<file path="src/rtl/alu_seq_if.sv">
// Operand/opcode request and result/status bundle for the alu_seq sequencer.
interface alu_seq_if #(
   parameter int unsigned WIDTH = 3
);
   logic                 init;
   logic [WIDTH-1:0]     portA;
   logic [WIDTH-1:0]     portB;
   logic [2:0]           opcode;
   logic [2*WIDTH-1:0]   result;
   logic                 busy;
   logic                 done;
   logic                 err;

   modport master (
      output init, portA, portB, opcode,
      input  result, busy, done, err
   );

   modport slave (
      input  init, portA, portB, opcode,
      output result, busy, done, err
   );
endinterface

</file>
<file path="src/rtl/alu_seq.sv">
// Multi-cycle ALU sequencer: shl, shr, zero-test, restoring divide and optional shift-add
// multiply (compiled only when ALU_SEQ_MUL_EN is defined; otherwise opcode 100 is invalid).
module alu_seq #(
   parameter int unsigned WIDTH = 3
) (
   input  logic      clk,
   input  logic      rst,
   alu_seq_if.slave  bus
);

   localparam int unsigned RW = 2 * WIDTH;
   localparam logic [WIDTH-1:0] NSteps = WIDTH'(WIDTH);

   localparam logic [2:0] OpShl  = 3'b000;
   localparam logic [2:0] OpShr  = 3'b001;
   localparam logic [2:0] OpZero = 3'b010;
   localparam logic [2:0] OpDiv  = 3'b011;
   localparam logic [2:0] OpMul  = 3'b100;

   typedef enum logic [1:0] {StIdle, StRun, StDone} state_e;

   state_e           state_q, state_d;
   logic [2:0]       op_q, op_d;
   logic [WIDTH-1:0] opb_q, opb_d;
   logic [WIDTH-1:0] cnt_q, cnt_d;
   logic [RW-1:0]    work_q, work_d;
   logic [RW-1:0]    result_q, result_d;
   logic             err_q, err_d;
   logic [WIDTH:0]   rem_try;
`ifdef ALU_SEQ_MUL_EN
   logic [RW-1:0]    acc_q, acc_d;
`endif

   always_ff @(posedge clk or negedge rst) begin
      if (!rst) begin
         state_q  <= StIdle;
         op_q     <= '0;
         opb_q    <= '0;
         cnt_q    <= '0;
         work_q   <= '0;
         result_q <= '0;
         err_q    <= 1'b0;
`ifdef ALU_SEQ_MUL_EN
         acc_q    <= '0;
`endif
      end else begin
         state_q  <= state_d;
         op_q     <= op_d;
         opb_q    <= opb_d;
         cnt_q    <= cnt_d;
         work_q   <= work_d;
         result_q <= result_d;
         err_q    <= err_d;
`ifdef ALU_SEQ_MUL_EN
         acc_q    <= acc_d;
`endif
      end
   end

   // work_q holds the shifted value, or {remainder, quotient} during division,
   // or the shifted multiplicand during multiplication.
   always_comb begin
      state_d  = state_q;
      op_d     = op_q;
      opb_d    = opb_q;
      cnt_d    = cnt_q;
      work_d   = work_q;
      result_d = result_q;
      err_d    = err_q;
      rem_try  = work_q[RW-1:WIDTH-1];
`ifdef ALU_SEQ_MUL_EN
      acc_d    = acc_q;
`endif
      case (state_q)
         StIdle: begin
            if (bus.init) begin
               state_d = StRun;
               op_d    = bus.opcode;
               opb_d   = bus.portB;
               work_d  = {{WIDTH{1'b0}}, bus.portA};
`ifdef ALU_SEQ_MUL_EN
               acc_d   = '0;
`endif
               case (bus.opcode)
                  OpShl, OpShr: cnt_d = bus.portB;
                  OpDiv:        cnt_d = (bus.portB == '0) ? '0 : NSteps;
`ifdef ALU_SEQ_MUL_EN
                  OpMul:        cnt_d = NSteps;
`endif
                  default:      cnt_d = '0;
               endcase
            end
         end
         StRun: begin
            if (cnt_q != '0) begin
               cnt_d = cnt_q - 1'b1;
               case (op_q)
                  OpShl: work_d = work_q << 1;
                  OpShr: work_d = work_q >> 1;
                  OpDiv: begin
                     // Restoring step: shift {rem, quot} left, subtract if it fits.
                     if (rem_try >= {1'b0, opb_q}) begin
                        work_d = {rem_try[WIDTH-1:0] - opb_q, work_q[WIDTH-2:0], 1'b1};
                     end else begin
                        work_d = {rem_try[WIDTH-1:0], work_q[WIDTH-2:0], 1'b0};
                     end
                  end
`ifdef ALU_SEQ_MUL_EN
                  OpMul: begin
                     if (opb_q[0]) begin
                        acc_d = acc_q + work_q;
                     end
                     work_d = work_q << 1;
                     opb_d  = opb_q >> 1;
                  end
`endif
                  default: ;
               endcase
            end else begin
               state_d = StDone;
               err_d   = 1'b0;
               case (op_q)
                  OpShl, OpShr: result_d = work_q;
                  OpZero:       result_d = {{(RW-1){1'b0}}, (work_q == '0)};
                  OpDiv: begin
                     if (opb_q == '0) begin
                        result_d = {work_q[WIDTH-1:0], {WIDTH{1'b1}}};
                        err_d    = 1'b1;
                     end else begin
                        result_d = work_q;
                     end
                  end
`ifdef ALU_SEQ_MUL_EN
                  OpMul:        result_d = acc_q;
`endif
                  default: begin
                     result_d = '0;
                     err_d    = 1'b1;
                  end
               endcase
            end
         end
         StDone:  state_d = StIdle;
         default: state_d = StIdle;
      endcase
   end

   assign bus.result = result_q;
   assign bus.busy   = (state_q != StIdle);
   assign bus.done   = (state_q == StDone);
   assign bus.err    = err_q;

endmodule
</file>
<file path="src/flat_wrapper.sv">
// flat-port wrapper written by rule: the top's interface ports become plain ports
module alu_seq_flat 
#(
   parameter int unsigned WIDTH = 3
)
  (clk, rst, bus_init, bus_portA, bus_portB, bus_opcode, bus_result, bus_busy, bus_done, bus_err);
  alu_seq_if #(.WIDTH(WIDTH)) bus_i ();
  input  logic clk;
  input  logic rst;
  input wire logic [$bits(bus_i.init)-1:0] bus_init;
  input wire logic [$bits(bus_i.portA)-1:0] bus_portA;
  input wire logic [$bits(bus_i.portB)-1:0] bus_portB;
  input wire logic [$bits(bus_i.opcode)-1:0] bus_opcode;
  output wire logic [$bits(bus_i.result)-1:0] bus_result;
  output wire logic [$bits(bus_i.busy)-1:0] bus_busy;
  output wire logic [$bits(bus_i.done)-1:0] bus_done;
  output wire logic [$bits(bus_i.err)-1:0] bus_err;
  assign bus_i.init = bus_init;
  assign bus_i.portA = bus_portA;
  assign bus_i.portB = bus_portB;
  assign bus_i.opcode = bus_opcode;
  assign bus_result = bus_i.result;
  assign bus_busy = bus_i.busy;
  assign bus_done = bus_i.done;
  assign bus_err = bus_i.err;
  alu_seq #(.WIDTH(WIDTH)) u_core (.clk(clk), .rst(rst), .bus(bus_i));
endmodule
</file>
<file path="config.mk">
export PLATFORM = sky130hd
export DESIGN_NAME = alu_seq_flat
export DESIGN_NICKNAME = d
export VERILOG_FILES = /design/src/rtl/alu_seq_if.sv /design/src/rtl/alu_seq.sv /design/src/flat_wrapper.sv
export SDC_FILE = /design/constraint.sdc
export NUM_CORES = 1
export LEC_CHECK = 0
export ABC_AREA = 1
export ABC_CLOCK_PERIOD_IN_PS = 3050
export BUFFER_PORTS_ARGS = -buffer_cell sky130_fd_sc_hd__buf_2
export CAP_MARGIN = 30
export CORE_UTILIZATION = 30
export CTS_CLUSTER_DIAMETER = 80
export DETAILED_ROUTE_END_ITERATION = 12
export GPL_TIMING_DRIVEN = 0
export HOLD_SLACK_MARGIN = 0.15
export SYNTH_ARGS = -nofsm -noshare
export SYNTH_HDL_FRONTEND = slang
export SYNTH_SLANG_ARGS = --single-unit
</file>
<file path="constraint.sdc">
create_clock -name clk -period 3.05 [get_ports clk]
set_input_delay 0.61 -clock clk [delete_from_list [all_inputs] [get_ports clk]]
set_output_delay 0.61 -clock clk [all_outputs]
set_load 0.01 [all_outputs]
</file>
# Yosys cells after proc, flatten, opt, wreduce, memory -nomap -nowiden
# Cells that the tools add are included.
[word_totals]
elab_cells = 56
reg_bits = 24
input_bits = 12
out_inout_bits = 9
[op_classes]
n_bitwise = 1
order_cmp = 1
mux = 17
eq_ne = 11
reduce_logical = 17
addsub = 2
[ops]
columns = ["operator", "n"]
rows = [
  ["$pmux 6 s3", 2],
  ["$mux 6", 4],
  ["$logic_not 3->1", 4],
  ["$pmux 3 s2", 2],
  ["$pmux 6 s2", 1],
  ["$eq 3x2->1 const B", 3],
  ["$eq 3x1->1 const B", 2],
  ["$logic_not 6->1", 1],
  ["$mux 2", 3],
  ["$mux 3", 2],
  ["$reduce_and 2->1", 3],
  ["$ge 4x3->1", 1],
  ["$ne 2x2->1 const B", 2],
  ["$ne 4x3->1 const B", 1],
  ["$pmux 2 s2", 1],
  ["$reduce_and 4->1", 1],
  ["$reduce_bool 2->1", 2],
  ["$reduce_or 2->1", 2],
  ["$reduce_and 3->1", 1],
  ["$reduce_bool 3->1", 1],
  ["$reduce_or 3->1", 1],
  ["$sub 3x1->3 const B", 1],
  ["$sub 3x3->3", 1],
  ["$eq 2x1->1 const B", 1],
  ["other kinds (6)", 6],
]

# Logic depth before layout (Yosys ltp)
[logic_depth]
depth_word = 5
depth_mapped = 12
mapped_depth_nobuf = 12

# Worst setup path after synthesis
# OpenSTA, ideal clock, no wires.
[synth_path]
path_kind = "reg-to-reg"
startpoint = "reg u_core.work_q[2]"
endpoint = "reg u_core.work_q[3]"
path_buffers = 0
setup_time_ns = 0.117
stages_incl_launch_ff = 13
slack_ns = 1.382
period_less_slack_ns = 1.668
t_arrival_ns = 1.551
cell_sequence = "dfrtp_1 > inv_1 > ha_1 > inv_1 > fa_1 > nand2_1 > nand2_1 > inv_1 > nand2_1 > nand2_1 > nand3_1 > nand3_1 > nand2_1"
[synth_via]
elab_chain_len = 5
[synth_lines]
columns = ["item", "line", "text"]
rows = [
  ["start, declared", "alu_seq.sv:26", "logic [RW-1:0] work_q, work_d;"],
  ["start signal, assigned", "alu_seq.sv:51", "work_q <= work_d;"],
  ["$ge 4x3->1 or $sub 3x3->3 (tied branches)", "alu_seq.sv:102, alu_seq.sv:103", ""],
  ["$mux 6", "alu_seq.sv:102", "if (rem_try >= {1'b0, opb_q}) begin"],
  ["$pmux 6 s3 (*)", "alu_seq.sv:97", "case (op_q)"],
  ["$mux 6 (*)", "alu_seq.sv:95", "if (cnt_q != '0) begin"],
  ["$pmux 6 s2 (*)", "alu_seq.sv:74", "case (state_q)"],
]
# Every way passes the cells marked *; elsewhere a longest branch is shown, timed or not. The select of a mux whose other input is x is not followed.
# A chain may end at the register's enable or synchronous reset.

# Final worst setup path
# Same ends and word-level chain as after synthesis.

==> results by group <==
Layout
  – Share of post-route cells with drive strength above 1: 0.2202
  – Final core area utilization: 0.3634
  – Cell area after layout: 1728 um2
  – Most frequent standard cell in the layout excluding fill and tap cells: sky130_fd_sc_hd__nand2_1
  – Most frequent cells in the layout: sky130_fd_sc_hd__nand2_1 (54), sky130_fd_sc_hd__inv_1 (26), sky130_fd_sc_hd__dfrtp_1 (24)
  – Count of inserted antenna diode cells: 0
  – Syn-to-layout area delta: 16.05%
  – Final cell count without fillers: between 200 and 300
  – Number of filler cells placed in the layout: 521
  – Total Nets Final: 237

Clock network
  – H-tree depth: 1
  – Sinks on the clock net: 24
  – CTS Buffer Depth: 2
  – Clock Latency Late Sink: approximately 0.27 ns
  – Clock tree from TritonCTS: built
  – Reg clk slew, reported paths: 0.09 ns
  – Count of buffers added by post-CTS timing repair for setup: 0
  – PostCTS Resize Cnt: 0
  – Post-CTS Hold Fix Bufs: 0
  – Cell at the root of the clock tree: sky130_fd_sc_hd__clkbuf_8
  – Num CTS Buffers: 3

Pwr
  – Cell-internal power: 991.5 uW
  – Combinational group share of total power: 0.579
  – Proportion of power drawn by flip-flops and latches: 0.309
  – Switch Pwr: 933.3 uW
  – Pwr Density: about 1100 nW/um2
  – Leak pwr: ~0.0009 uW
  – Net switching fraction of the power: 0.4849
  – Clock network fraction of design power: 0.112
  – Worst ir drop on vdd: approximately 0.29 mV

STA
  – Final Hold Slack: roughly 0.32 ns
  – Clock skew after layout: ~0.0083 ns
  – Slew at the pin closest to its max-slew limit: ~0.55 ns
  – Final Setup Violations: 0
  – Final setup TNS: 0 ns
  – Final Hold Vio Count: 0
  – Setup repair after global routing missed its margin: no
  – Rel. slew slack: 0.6344
  – Upper clock frequency limit: between 500 and 600 MHz
  – Number of pins exceeding their max-slew limit in the final report: 0
  – Crit share post-route: 0.6173
  – Final worst path period need: 1.883 ns

Worst setup path
  – Startpoint of the worst-slack reg-to-reg timing path: u_core.work_q[2]
  – Arrival time of data at the critical path endpoint: around 2 ns
  – Capturing element type of the critical path: flip-flop
  – Endpoint of the most critical register-to-register path: u_core.work_q[3]
  – WP data required: ~3.2 ns
  – CP Max Fanout: 5
  – WS Path Type: flip-flop to flip-flop
  – Kind of start point of the critical path: flip-flop
  – Reg2Reg Depth: 12
  – Reg-to-reg slack, setup: between 1 and 1.5 ns

Drt
  – Pre-Repair DR Iteration Count: 4
  – Wire per inst: 10.33 um
  – Residual DRC: 0
  – Vias after detailed routing: 1228
  – Ratio of routed vias to standard cells: 4.309
  – Count of routing violations after the opening detailed-route iteration: 61
  – Detailed-route wire length: 2.943 mm
  – Post-detailed-route count of antenna-violating nets: 0

Placed design
  – Detail Placement HPWL: about 2.2 mm
  – GPL Wtd Cong: roughly 0.82
  – IO buf count: 20
  – Placed cell areas: roughly 1700 um2
  – Count of placed standard cells including taps: ~280

Floorplanning
  – Die height: approximately 72 um
  – Horiz. Die Dim: 72.45 um
  – Count of boundary I/O pins: 21
  – Initial cell density of the core: 0.3132
  – Number of placement rows: 25
  – Area enclosed by the die boundary: roughly 5200 um2
  – Area of the core: 4755 um2

Outcome
  – Outcome: finished, final reports clean

Hold path
  – Hold WC Path Type: input port to asynchronous set/reset pin

Yosys
  – Synth Cell Area: around 1500 um2
  – Net count after synthesis: about 210
  – Synth top area cells: sky130_fd_sc_hd__dfrtp_1 (40%), sky130_fd_sc_hd__nand2_1 (14%), sky130_fd_sc_hd__inv_1 (6.6%), sky130_fd_sc_hd__nor2_1 (5.0%), sky130_fd_sc_hd__o21ai_0 (4.7%)
  – Number of standard cells after synthesis: approximately 190
  – Proportion of netlist area held by the largest area contributor: 0.4034
  – YS warnings: 0
  – Distinct cell type count after synthesis: 26
  – Avg Cell Area, Syn: 7.675 um2
  – Seq/Total Area, Yosys: 0.4034
  – Top cell type by total area after synthesis: sky130_fd_sc_hd__dfrtp_1
  – Seq cells post-synth: 24

Global routing
  – Grt ovf: 0
  – Largest net degree at the start of global routing: 25
  – Antenna violations before repair: 0
  – Overall Global Routing Usage: 0.1274
  – First-pass GRT wire length: between 5 and 6 mm
  – Via count of the first global-routing pass: approximately 1100

Job
  – MaxCap Viol Count: 0
-- Yosys cell counts (all sizes together) --
cell type	n
a21oi	7
a22oi	1
buf	2
dfrtp	24
fa	1
ha	5
inv	30
mux2	1
nand2	59
nand3	15
nand3b	1
nand4	2
nor2	23
o211ai	1
o21ai	21
xnor2	1
-- critical path: stages, from the launching register on --
cell and delay, ns:
sky130_fd_sc_hd__dfrtp_1 0.43, sky130_fd_sc_hd__inv_1 0.13, sky130_fd_sc_hd__ha_1 0.15, sky130_fd_sc_hd__inv_1 0.04, sky130_fd_sc_hd__fa_1 0.39, sky130_fd_sc_hd__nand2_1 0.07, sky130_fd_sc_hd__nand2_1 0.05, sky130_fd_sc_hd__inv_1 0.04
sky130_fd_sc_hd__nand2_1 0.11, sky130_fd_sc_hd__nand2_1 0.13, sky130_fd_sc_hd__nand3_1 0.07, sky130_fd_sc_hd__nand3_1 0.09, sky130_fd_sc_hd__nand2_1 0.06
-- power by group through the flow --
| stage | clock network (uW) | registers, uW | logic (uW) |
|---|---|---|---|
| 6_report | 215 | 594 | 1110 |
| 5_1_grt | 234 | 616 | 1290 |
| 4_1_cts | 220 | 594 | 1120 |
| 3_5_place_dp | 0 | 601 | 1120 |
| 3_3_place_gp | 0 | 597 | 1110 |
| 2_1_floorplan | 0 | 588 | 882 |
-- layer usage --
| layer | track usage | vias up | part of all wire |
|---|---|---|---|
| met1 | 0.1706 | 543 | 0.51 |
| met5 | 0 | - | 0 |
| met2 | 0.2015 | 18 | 0.45 |
| li1 | - | 663 | - |
| met3 | 0.02500 | 4 | 0.026 |
| met4 | 0.05229 | 0 | 0.016 |
-- worst max path at each step --
stage / cells past startpoint / slack, ns / start / end
5_1_grt: 12 / 0.93 / u_core.work_q[2] / u_core.work_q[3]
3_3_place_gp: 12 / 1.20 / u_core.work_q[2] / u_core.work_q[3]
6_report: 12 / 1.17 / u_core.work_q[2] / u_core.work_q[3]
3_5_place_dp: 12 / 1.19 / u_core.work_q[2] / u_core.work_q[3]
4_1_cts: 12 / 1.17 / u_core.work_q[2] / u_core.work_q[3]
2_1_floorplan: 12 / 1.38 / u_core.work_q[2] / u_core.work_q[3]
-- sequential cells by signal (all words and copies together) (netlist names) --
register,cells
u_core.op_q,3
u_core.state_q,2
u_core.cnt_q,3
u_core.bus.result,6
u_core.opb_q,3
u_core.work_q,6
u_core.bus.err,1
-- metrics by stage --
stage                     power [uW]  worst slack (ns)
after floorplan                 1470             1.382
after global placement          1710             1.202
after detailed placement        1719             1.188
after CTS                       1936             1.174
after global routing            2143            0.9311
final                           1925             1.167
-- logic make-up after synthesis --
logic type | count (synthesis) | share of synthesized area
AOI/OAI and AO/OA | 30 | 0.1193
muxes | 1 | 0.007562
xor gates and xnor gates | 1 | 0.005883
buffers and inverters | 32 | 0.08823
and+or+nand+nor | 100 | 0.3202
adders and majority gates | 6 | 0.05546
DFF | 24 | 0.4034
-- layout make-up --
class                           count  area (um2)  area share
Timing Repair Buffer               20       100.1     0.05793
Clock buffer                        4       55.05     0.03186
Multi-Input combinational cell    138       757.0      0.4381
Inverter                           30       115.1     0.06662
Buffer                              2       16.27    0.009413
Tap cell                           67       83.83     0.04852
Sequential cell                    24       600.6      0.3476
Power figures use the tool's default switching activity.
